[src/rtl/sseg_scan_ctrl_if.sv]
// rtl/sseg_scan_ctrl_if.sv - load/scan signal bundle for sseg_scan_ctrl; SSEG_SCAN_BRIGHT_EN adds BRIGHT
interface sseg_scan_ctrl_if;
  logic [27:0] DIG_IN;
  logic [3:0]  DP_IN;
  logic        LOAD;
  logic [3:0]  EN_MASK;
`ifdef SSEG_SCAN_BRIGHT_EN
  logic [3:0]  BRIGHT;
`endif
  logic [3:0]  Anode;
  logic [6:0]  SSEG_Data;
  logic        dp;
  logic        LOAD_ACK;
  logic        FRAME;

`ifdef SSEG_SCAN_BRIGHT_EN
  modport master (output DIG_IN, DP_IN, LOAD, EN_MASK, BRIGHT,
                  input  Anode, SSEG_Data, dp, LOAD_ACK, FRAME);
  modport slave  (input  DIG_IN, DP_IN, LOAD, EN_MASK, BRIGHT,
                  output Anode, SSEG_Data, dp, LOAD_ACK, FRAME);
`else
  modport master (output DIG_IN, DP_IN, LOAD, EN_MASK,
                  input  Anode, SSEG_Data, dp, LOAD_ACK, FRAME);
  modport slave  (input  DIG_IN, DP_IN, LOAD, EN_MASK,
                  output Anode, SSEG_Data, dp, LOAD_ACK, FRAME);
`endif
endinterface

[src/rtl/sseg_scan_ctrl.sv]
// rtl/sseg_scan_ctrl.sv - four-digit seven-segment scan controller with frame-aligned double buffer
// SSEG_SCAN_BRIGHT_EN defined: BRIGHT[3:0] sets the lit fraction of each SHOW phase.
module sseg_scan_ctrl #(
  parameter int REFRESH_DIV = 100000,
  parameter int BLANK_CYC   = 1000
) (
  input  logic            CLK,
  input  logic            RST_N,
  sseg_scan_ctrl_if.slave bus
);
  localparam int MAXC = (REFRESH_DIV > BLANK_CYC) ? REFRESH_DIV : BLANK_CYC;
  localparam int CW   = (MAXC > 1) ? $clog2(MAXC) : 1;
  localparam logic [CW-1:0] BLANK_LAST = CW'(BLANK_CYC - 1);
  localparam logic [CW-1:0] SHOW_LAST  = CW'(REFRESH_DIV - 1);

  localparam logic [1:0] S_IDLE  = 2'd0;
  localparam logic [1:0] S_BLANK = 2'd1;
  localparam logic [1:0] S_SHOW  = 2'd2;

  logic [1:0]    r_state;
  logic [CW-1:0] r_cnt;
  logic [1:0]    r_idx;
  logic [27:0]   r_active;
  logic [3:0]    r_active_dp;
  logic [27:0]   r_shadow;
  logic [3:0]    r_shadow_dp;
  logic          r_pending;
  logic [3:0]    r_anode;
  logic [6:0]    r_seg;
  logic          r_dp;
  logic          r_load_ack;
  logic          r_frame;

  logic [1:0]    w_nxt_state;
  logic [CW-1:0] w_nxt_cnt;
  logic [1:0]    w_nxt_idx;
  logic          w_boundary;
  logic [1:0]    w_sel;
  logic [1:0]    w_low;
  logic [6:0]    w_digit;
  logic          w_lit;

  // First enabled index at or cyclically after start; returns start when none is enabled.
  function automatic logic [1:0] f_next_en(input logic [1:0] start, input logic [3:0] mask);
    logic [1:0] sel;
    sel = start;
    for (int k = 3; k >= 0; k--) begin
      if (mask[start + 2'(k)]) sel = start + 2'(k);
    end
    return sel;
  endfunction

  assign w_sel = f_next_en(r_idx + 2'd1, bus.EN_MASK);
  assign w_low = f_next_en(2'd0, bus.EN_MASK);

  always_comb begin
    w_nxt_state = r_state;
    w_nxt_cnt   = r_cnt + 1'b1;
    w_nxt_idx   = r_idx;
    w_boundary  = 1'b0;
    case (r_state)
      S_IDLE: begin
        w_nxt_cnt = '0;
        if (bus.EN_MASK != 4'h0) begin
          w_nxt_state = S_BLANK;
          w_nxt_idx   = w_low;
          w_boundary  = 1'b1;
        end
      end
      S_BLANK: begin
        if (r_cnt == BLANK_LAST) begin
          w_nxt_state = S_SHOW;
          w_nxt_cnt   = '0;
        end
      end
      S_SHOW: begin
        if (r_cnt == SHOW_LAST) begin
          w_nxt_cnt = '0;
          if (bus.EN_MASK == 4'h0) begin
            w_nxt_state = S_IDLE;
          end else begin
            w_nxt_state = S_BLANK;
            w_nxt_idx   = w_sel;
            w_boundary  = (w_sel <= r_idx);
          end
        end
      end
      default: begin
        w_nxt_state = S_IDLE;
        w_nxt_cnt   = '0;
      end
    endcase
  end

  assign w_digit = 7'(r_active >> (7 * int'(w_nxt_idx)));

`ifdef SSEG_SCAN_BRIGHT_EN
  assign w_lit = (32'(w_nxt_cnt) * 32'd16) < ((32'(bus.BRIGHT) + 32'd1) * 32'(REFRESH_DIV));
`else
  assign w_lit = 1'b1;
`endif

  always_ff @(posedge CLK or negedge RST_N) begin
    if (!RST_N) begin
      r_state     <= S_IDLE;
      r_cnt       <= '0;
      r_idx       <= 2'd0;
      r_active    <= '0;
      r_active_dp <= '0;
      r_shadow    <= '0;
      r_shadow_dp <= '0;
      r_pending   <= 1'b0;
      r_anode     <= 4'hF;
      r_seg       <= 7'h7F;
      r_dp        <= 1'b1;
      r_load_ack  <= 1'b0;
      r_frame     <= 1'b0;
    end else begin
      r_state    <= w_nxt_state;
      r_cnt      <= w_nxt_cnt;
      r_idx      <= w_nxt_idx;
      r_frame    <= w_boundary;
      r_load_ack <= w_boundary & r_pending;
      if (w_boundary && r_pending) begin
        r_active    <= r_shadow;
        r_active_dp <= r_shadow_dp;
      end
      // A LOAD landing on a boundary edge keeps pending set for the following frame.
      if (bus.LOAD) begin
        r_shadow    <= bus.DIG_IN;
        r_shadow_dp <= bus.DP_IN;
        r_pending   <= 1'b1;
      end else if (w_boundary) begin
        r_pending   <= 1'b0;
      end
      if (w_nxt_state == S_SHOW) begin
        r_anode <= ~(4'b0001 << w_nxt_idx);
        r_seg   <= w_lit ? ~w_digit : 7'h7F;
        r_dp    <= w_lit ? ~r_active_dp[w_nxt_idx] : 1'b1;
      end else begin
        r_anode <= 4'hF;
        r_seg   <= 7'h7F;
        r_dp    <= 1'b1;
      end
    end
  end

  assign bus.Anode     = r_anode;
  assign bus.SSEG_Data = r_seg;
  assign bus.dp        = r_dp;
  assign bus.LOAD_ACK  = r_load_ack;
  assign bus.FRAME     = r_frame;
endmodule

[src/flat_wrapper.sv]
// flat-port wrapper written by rule: the top's interface ports become plain ports
module sseg_scan_ctrl_flat 
#(
  parameter int REFRESH_DIV = 100000,
  parameter int BLANK_CYC   = 1000
)
  (CLK, RST_N, bus_DIG_IN, bus_DP_IN, bus_LOAD, bus_EN_MASK, bus_Anode, bus_SSEG_Data, bus_dp, bus_LOAD_ACK, bus_FRAME);
  sseg_scan_ctrl_if bus_i ();
  input  logic CLK;
  input  logic RST_N;
  input wire logic [$bits(bus_i.DIG_IN)-1:0] bus_DIG_IN;
  input wire logic [$bits(bus_i.DP_IN)-1:0] bus_DP_IN;
  input wire logic [$bits(bus_i.LOAD)-1:0] bus_LOAD;
  input wire logic [$bits(bus_i.EN_MASK)-1:0] bus_EN_MASK;
  output wire logic [$bits(bus_i.Anode)-1:0] bus_Anode;
  output wire logic [$bits(bus_i.SSEG_Data)-1:0] bus_SSEG_Data;
  output wire logic [$bits(bus_i.dp)-1:0] bus_dp;
  output wire logic [$bits(bus_i.LOAD_ACK)-1:0] bus_LOAD_ACK;
  output wire logic [$bits(bus_i.FRAME)-1:0] bus_FRAME;
  assign bus_i.DIG_IN = bus_DIG_IN;
  assign bus_i.DP_IN = bus_DP_IN;
  assign bus_i.LOAD = bus_LOAD;
  assign bus_i.EN_MASK = bus_EN_MASK;
  assign bus_Anode = bus_i.Anode;
  assign bus_SSEG_Data = bus_i.SSEG_Data;
  assign bus_dp = bus_i.dp;
  assign bus_LOAD_ACK = bus_i.LOAD_ACK;
  assign bus_FRAME = bus_i.FRAME;
  sseg_scan_ctrl #(.REFRESH_DIV(REFRESH_DIV), .BLANK_CYC(BLANK_CYC)) u_core (.CLK(CLK), .RST_N(RST_N), .bus(bus_i));
endmodule
[config.mk]
export PLATFORM = sky130hd
export DESIGN_NAME = sseg_scan_ctrl_flat
export DESIGN_NICKNAME = d
export VERILOG_FILES = /design/src/rtl/sseg_scan_ctrl_if.sv /design/src/rtl/sseg_scan_ctrl.sv /design/src/flat_wrapper.sv
export SDC_FILE = /design/constraint.sdc
export NUM_CORES = 1
export LEC_CHECK = 0
export ABC_AREA = 1
export BUFFER_PORTS_ARGS = -buffer_cell sky130_fd_sc_hd__buf_4
export CORE_MARGIN = 10
export CORE_UTILIZATION = 43
export DETAILED_ROUTE_END_ITERATION = 8
export PLACE_DENSITY = 0.71
export SKIP_CTS_REPAIR_TIMING = 1
export SLEW_MARGIN = 25
export SYNTH_ARGS = -nofsm -noshare
export SYNTH_HDL_FRONTEND = slang
export SYNTH_SLANG_ARGS = --single-unit
[constraint.sdc]
create_clock -name CLK -period 2.3 [get_ports CLK]
set_input_delay 0.345 -clock CLK [delete_from_list [all_inputs] [get_ports CLK]]
set_output_delay 0.345 -clock CLK [all_outputs]
set_load 0.03 [all_outputs]
==> summary.md, run 1 <==
| Metric | Value |
|---|---|
| Post-synthesis cell type with the largest combined area | sky130_fd_sc_hd__dfrtp_1 |
| Final Worst Setup Slack | -0.1484 ns |
| Worst path slowest cell | sky130_fd_sc_hd__dfrtp_2 |
| Total number of H-tree levels | 3 |
| Time the worst path needs with I/O delays and setup | 2.448 ns |
| Count of unique library cells instantiated by Yosys | 38 |
| Clock tree root driver cell | sky130_fd_sc_hd__clkbuf_8 |
| Finished Layout Cells | 795 |
| Worst setup skew after layout | 0.02092 ns |
| Synth top area share | roughly 47% |
| DRC violations left | 0 |
| Cell seen most often among critical-path stages | sky130_fd_sc_hd__nand2_1 |
| Layer with the highest usage | met2 |
| Maximum fanout encountered on the critical timing path | 11 |
| Least-Margin Pin Slew | between 0.5 and 0.6 ns |
| Remaining max-slew budget at the tightest pin | 62.78% |
| WP data arrival | 2.72 ns |
| Count of nets left with antenna violations after detail routing | 0 |
| Drt initial violations | 370 |
| Die Height | about 120 microns |
| LEAKAGE | 0.002965 uW |
| TritonRoute pass-1 iters | 8 |
| Portion of the post-synthesis area used by sequential elements | 53.64% |
| Final setup TNS | -3.729 ns |
| Power density over the cells | 516.9 nW/um^2 |
| Met3 Use GR | 3.277% |
| Average wire per standard cell | roughly 15 microns |
| Number of max-slew violations in the final report | 0 |
| Number of placed cells counting well taps | roughly 750 |
| Net count of the mapped netlist | 613 |
| Diodes inserted | 0 |
| Fin crit share | 106.5% |
| Clk pin slew, worst setup/hold paths | 0.11 ns |
| Detail-routed via count per cell | 5.099 |
| Met2 global-route usage | 20.53% |
| Share of layout cells above drive strength 1 | 26.87% |
| Gate Count Post-Synth | 567 |
| Summed instance area of the synthesized netlist | 4693 sq um |
| Path type of the worst setup path | reg2reg |
| Number of buffers created by CTS | 9 |
| Input/output buffers | 52 |
| Synth-to-Final Area Change | 25.73% |
| Top flip-flop cell by instance count after synthesis | sky130_fd_sc_hd__dfrtp_1 |
| Wire length of the first global-routing pass | 17,200 microns |
| CTS tree | yes |
| Overflow left after global routing | 0 |
| Number of placement rows | 38 |
| Count of final setup violators | 33 |
| Post-detailed-placement half-perimeter wirelength | 7364 microns |
| Largest stage delay on the critical path | about 0.50 ns |
| Unrepaired setup endpoints after global routing | true |
| Core utilization of the finished layout | 54.91% |
| Number of synthesis warnings | 0 |
| Total of max-cap violations | 0 |
| Maximum VDD drop | between 0.2 and 0.25 mV |
| Hold Path Class | in2reg |
| Maximum number of pins on one net before global-route repair | 66 |
| Final Net Count | 696 |
| Initial antenna violation count | 0 |
| Post-detailed-routing wire length | 11,600 microns |
| Gpl congestion | 0.8221 |
| Setup crit end kind | flip-flop |
| Worst setup slack after placement | -0.1193 ns |
| Skew-Pair Late Insertion Delay | about 0.39 ns |
| Crit start category | flip-flop |
| Run status | finished with violations |
| # IOs | 53 |
| Total Power Consumption | ~3000 uW |
| Max clock buf depth | 2 |
| Met1 demand-to-capacity share in global routing | ~17% |
| Full die area | 15,490 sq um |
| Syn_area_per_cell | 8.277 sq um |
| Proportion of register bits with asynchronous set or reset after synthesis | 100.0% |
| Number of flops mapped to enable cells by yosys | 0 |
| Total routing usage reported by global routing | 13.06% |
| TritonCTS sink count | 100 |
| Top cells by area in the synthesized netlist | sky130_fd_sc_hd__dfrtp_1 47%, sky130_fd_sc_hd__nand2_1 14%, sky130_fd_sc_hd__dfstp_2 6.7% |
| X dimension of the die | 124.5 microns |
| Violations in the final reports | setup timing |
| Core Area | 10,750 sq um |
| Top achievable clock speed | 408.4 MHz |
| Starting density of the core | 43.68% |
| Total of flip-flops plus latches after synthesis | 100 |
| Total of fill cells in the finished design | about 980 |
| Number of global-route vias before repair | 3,646 |
| Number of hold violations in the final report | 0 |
| Via count | 4,054 |
| Data required time at the worst endpoint | 2.57 ns |
| Sequence of cells on the critical path | inv_6 > nand2_2 > nand3_1 > nand2_2 > nand2_1 > nand3_1 > nand3_2 > nand3_2 > nand2_1 > ha_4 > inv_1 > nor2_1 > o21ai_1 > nand2_1 > nand2_2 > nand2_8 > clkbuf_16 > nand2_1 > o21ai_1 |
layout by cell type (no fill, tap or decap), types with 5 or more instances in the layout:
cell / count
sky130_fd_sc_hd__nand2_1: 163
sky130_fd_sc_hd__dfrtp_1: 86
sky130_fd_sc_hd__buf_4: 80
sky130_fd_sc_hd__inv_1: 66
sky130_fd_sc_hd__o21ai_0: 41
sky130_fd_sc_hd__nand3_1: 29
sky130_fd_sc_hd__nand2_2: 27
sky130_fd_sc_hd__nor2_1: 25
sky130_fd_sc_hd__o21ai_1: 22
sky130_fd_sc_hd__dfstp_2: 12
sky130_fd_sc_hd__nor3_1: 10
sky130_fd_sc_hd__clkbuf_8: 9
sky130_fd_sc_hd__nand3_2: 7
sky130_fd_sc_hd__nand4_1: 6
sky130_fd_sc_hd__o21ai_2: 6
sky130_fd_sc_hd__a21oi_1: 5
sky130_fd_sc_hd__ha_1: 5
per-layer routing:
| metal | up-vias | part of all wire, % |
|---|---|---|
| met2 | 128 | 49 |
| met5 | - | 0 |
| met3 | 33 | 4.7 |
| met1 | 1932 | 44 |
| li1 | 1961 | - |
| met4 | 0 | 2.6 |
metrics by stage:
| step | instance area, sq um | hold slack [ns] |
|---|---|---|
| after floorplan | 4693 | 0.04941 |
| after CTS | 5433 | -0.04389 |
| after global routing | 5901 | 0.1558 |
| final | 5901 | 0.1523 |
| after global placement | 5264 | 0.3678 |
| after detailed placement | 5264 | 0.3790 |
layout make-up:
cell class                 count  area, sq um  area share, %
inverter                      70        274.0          4.644
multi-input combinational    375         1914          32.44
timing repair buffer          94        848.3          14.38
clock inverter                 5        37.54         0.6361
sequential                   100         2520          42.71
tap                          140        175.2          2.969
clock buffer                  11        131.4          2.226
worst paths after layout:
path	start	endpoint	slack, ns	cells after the start
hold reg to reg	u_core.r_cnt[0]	u_core.r_cnt[0]	0.47	1
setup / recovery	u_core.r_idx[0]	u_core.r_active[12]	-0.15	19
setup reg to reg	u_core.r_idx[0]	u_core.r_active[12]	-0.15	19
max in group asynchronous	RST_N	u_core.bus.SSEG_Data[0]	1.12	3
min in group asynchronous	RST_N	u_core.r_active[0]	0.48	2
hold / removal	bus_DP_IN[2]	u_core.r_shadow_dp[2]	0.15	3
synth_stat cells (all sizes together) (7+ instances only):
master and instances:
nand2 194, dfrtp 88, inv 70, o21ai 69
nand3 36, nor2 28, buf 12, dfstp 12
clkbuf 10, nor3 10, ha 7
logic make-up after synthesis:
family / Yosys count / share of synthesized area [%]
AOI/OAI and AO/OA: 86 / 9.864
xor gates and xnor gates: 4 / 0.7466
adders and majority gates: 7 / 1.866
buffers and inverters: 92 / 8.424
DFF: 100 / 53.64
and+or+nand+nor: 278 / 25.46
sequential cells by signal (all words and copies together) (netlist names):
| name | flops |
|---|---|
| u_core.r_active | 28 |
| u_core.r_shadow | 28 |
| u_core.r_cnt | 17 |
| u_core.bus.SSEG_Data | 7 |
| u_core.bus.Anode | 4 |
| u_core.r_active_dp | 4 |
| u_core.r_shadow_dp | 4 |
| u_core.r_idx | 2 |
| u_core.r_state | 2 |
| u_core.bus.FRAME | 1 |
| u_core.bus.LOAD_ACK | 1 |
| u_core.bus.dp | 1 |
| u_core.r_pending | 1 |
where the power goes:
| part | internal [uW] | switching (uW) | total [uW] | leakage (uW) |
|---|---|---|---|---|
| Clock | 398 | 623 | 1020 | 0.0000799 |
| Sequential | 1810 | 12.4 | 1820 | 0.00127 |
| Combinational | 81.3 | 128 | 209 | 0.00162 |
worst max-delay path, delay by kind of cell, from the launching register on:
kind,cells,cell delay (ns)
compound gates,2,0.19
fa+ha+maj,1,0.20
buf+inv,3,0.35
flops,1,0.50
simple gates,13,1.09
No activity file was read; power rests on OpenSTA's default activity.
==> inputs of run 2 (changes only) <==
PLACE_DENSITY = 0.69   (was 0.71)
clock period = 2.45 ns   (was 2.3 ns; I/O delays follow)
==> run 2 against run 1 <==
Against the previous run:
- first-iteration DRC count down 34%
- final area up 2.8%
- final cell count down 1.9%
- the flow still finishes with violations (setup timing)
- flip-flop and latch count unchanged
- worst hold slack worse by 0.11 ns
- critical path depth down 1
- register-to-register slack better by 0.07 ns
- worst setup slack better by 0.071 ns
- wire length about the same
- core utilization up 1.5 points
==> summary.md, run 2 (synthesized netlist as in run 1, its figures left out) <==
| Metric | Value |
|---|---|
| Share of layout cells above drive strength 1 | 31.25% (+4.4 points) |
| Least-Margin Pin Slew | 0.7081 ns (+0.1497 ns) |
| Total routing usage reported by global routing | 13.31% (+0.25 points) |
| Largest stage delay on the critical path | 0.52 ns (+0.02 ns) |
| Post-detailed-routing wire length | 11,600 microns (about the same) |
| Full die area | 15,490 sq um (unchanged) |
| Starting density of the core | 43.68% (unchanged) |
| Worst setup skew after layout | 0.01330 ns (-0.007615 ns) |
| Commonest non-fill, non-tap cells in the layout | 129 x sky130_fd_sc_hd__nand2_1, 86 x sky130_fd_sc_hd__dfrtp_1, 65 x sky130_fd_sc_hd__inv_1, 65 x sky130_fd_sc_hd__buf_4, 37 x sky130_fd_sc_hd__nand2_2 |
| X dimension of the die | 124.5 microns (unchanged) |
| Dominant delay contributor by cell family on the critical path | simple AND/OR/NAND/NOR gates |
| Core Area | 10,750 sq um (unchanged) |
| Total of max-cap violations | 0 (unchanged) |
| Initial antenna violation count | 0 (unchanged) |
| Maximum VDD drop | 0.2788 mV (+15%) |
| Clock tree root driver cell | sky130_fd_sc_hd__clkbuf_8 |
| Maximum fanout encountered on the critical timing path | 9 (-2) |
| Number of hold violations in the final report | 0 (unchanged) |
| Violations in the final reports | setup timing |
| Top achievable clock speed | 395.6 MHz (-3.1%) |
| Post-detailed-placement half-perimeter wirelength | 7426 microns (+0.84%) |
| Critical path endpoint | u_core.r_active[10] |
| Crit start category | flip-flop |
| Fin crit share | 103.2% (-3.3 points) |
| Final Net Count | 681 (-2.2%) |
| WP data arrival | 2.78 ns (+0.06 ns) |
| Detail-routed via count per cell | 5.082 (-0.34%) |
| Most common library cell in the layout ignoring fill and taps | sky130_fd_sc_hd__nand2_1 |
| Count of nets left with antenna violations after detail routing | 0 (unchanged) |
| Instance area at placement | 5226 sq um (-0.71%) |
| Number of global-route vias before repair | 3,759 (+3.1%) |
| Number of buffers created by CTS | 9 (unchanged) |
| Number of max-slew violations in the final report | 0 (unchanged) |
| Input/output buffers | 52 (unchanged) |
| Die Height | 124.5 microns (unchanged) |
| TritonCTS sink count | 100 (unchanged) |
| Gpl congestion | 0.8350 (+1.6%) |
| Worst reg2reg endpoint | u_core.r_active[10] |
| Overflow left after global routing | 0 (unchanged) |
| Max clock buf depth | 2 (unchanged) |
| Maximum number of pins on one net before global-route repair | 66 (unchanged) |
| Biggest regs | u_core.r_active x28, u_core.r_shadow x28, u_core.r_cnt x17 |
| Hold Path Class | in2async |
| Number of placement rows | 38 (unchanged) |
| Time the worst path needs with I/O delays and setup | 2.528 ns (+0.07917 ns) |
| Final hold slack | 0.04649 ns (-0.1058 ns) |
| Synth-to-Final Area Change | 29.25% |
| Startpoint of the most critical register-to-register path | u_core.r_idx[1] |
| Path type of the worst setup path | reg2reg |
| Critical path depth in cells | 18 (-1) |
| Startpoint of the worst setup timing path | u_core.r_idx[1] |
| Remaining max-slew budget at the tightest pin | 52.80% (-10 points) |
| Average wire per standard cell | 14.87 microns (+1.9%) |
| Total of fill cells in the finished design | 926 (-5.8%) |
| Via count | 3,964 (-2.2%) |
| Power density over the cells | 503.1 nW/um^2 (-2.7%) |
| Diodes inserted | 0 (unchanged) |
| Total number of H-tree levels | 3 (unchanged) |
| Worst path slowest cell | sky130_fd_sc_hd__dfrtp_2 |
| # IOs | 53 (unchanged) |
| Sequence of cells on the critical path | inv_6 > nand2_2 > nand2_4 > nand2_4 > nand2_4 > o21ai_4 > nand3_2 > nand2_1 > inv_1 > ha_1 > nand2_1 > o21ai_1 > nand2_1 > nand2_4 > nand2_8 > clkbuf_16 > nand2_1 > o21ai_1 |
| Count of final setup violators | 32 (-3.0%) |
| Worst-case reg-to-reg path depth | 18 (-1) |
| TritonRoute pass-1 iters | 5 (-3) |
| Clk pin slew, worst setup/hold paths | 0.11 ns (about the same) |
| Final Worst Setup Slack | -0.07761 ns (+0.07083 ns) |
| Setup slack of the most critical reg-to-reg path | -0.08 ns (+0.07 ns) |
| Unrepaired setup endpoints after global routing | true |
| Run status | finished with violations |
| Setup crit end kind | flip-flop |
| Data required time at the worst endpoint | 2.71 ns (+0.14 ns) |
| Fin area | 6066 sq um (+2.8%) |
| LEAKAGE | 0.002981 uW (+0.56%) |
| CTS tree | yes |
| Drt initial violations | 245 (-34%) |
| Skew-Pair Late Insertion Delay | 0.37 ns (-0.02 ns) |
| DRC violations left | 0 (unchanged) |
| Wire length of the first global-routing pass | 17,600 microns (+2.3%) |
| Crit path buffers/inverters | 3 (unchanged) |
| Core utilization of the finished layout | 56.45% (+1.5 points) |
## run 2: worst min-delay path by stage
stage | startpoint | to | slack (ns) | cells after the start
2_1_floorplan | RST_N | u_core.bus.FRAME | 0.07 | 0
3_3_place_gp | u_core.r_cnt[0] | u_core.r_cnt[0] | 0.44 | 1
3_5_place_dp | u_core.r_cnt[0] | u_core.r_cnt[0] | 0.47 | 1
4_1_cts | RST_N | u_core.r_shadow[13] | 0.06 | 1
5_1_grt | RST_N | u_core.bus.LOAD_ACK | 0.08 | 1
6_report | RST_N | u_core.r_cnt[4] | 0.05 | 1
## run 2: through the flow
| stage | cells | total power, uW | setup TNS, ns | worst slack [ns] |
|---|---|---|---|---|
| after floorplan | 567 | 1818 | 0 | 0.1786 |
| final | 780 | 3052 | -1.233 | -0.07761 |
| after detailed placement | 746 | 1933 | -0.7448 | -0.06767 |
| after CTS | 762 | 3061 | -1.783 | -0.09324 |
| after global routing | 780 | 3179 | -6.266 | -0.2277 |
| after global placement | 746 | 1925 | 0 | 0.07696 |
## run 2: area by class of cell
type | count | area [sq um] | share of cell area (%)
flip-flops and latches | 100 | 2520 | 41.54
multi-input cells | 377 | 2170 | 35.77
repair buffers | 77 | 704.4 | 11.61
inverters | 70 | 280.3 | 4.620
well taps | 140 | 175.2 | 2.888
clock buffers | 9 | 123.9 | 2.042
clock inverters | 7 | 92.59 | 1.526
## run 2: power by group
part           leakage [uW]  internal, uW  switching [uW]
sequential          0.00127          1700            11.7
clock              0.000103           499             634
combinational       0.00161          79.8             131
## run 2: routing by layer
layer	up-vias	part of all wire (%)	GRT usage [%]
li1	1940	-	-
met5	-	0	0
met4	0	1.5	5.141
met2	118	51	21.43
met1	1888	44	16.97
met3	18	4.4	2.979
## run 2: worst register-to-register path: cells and delay by family (launching register included)
family,cells,cell delay (ns)
compound gates,3,0.32
fa+ha+maj,1,0.26
buf+inv,3,0.35
flops,1,0.52
simple gates,11,0.97
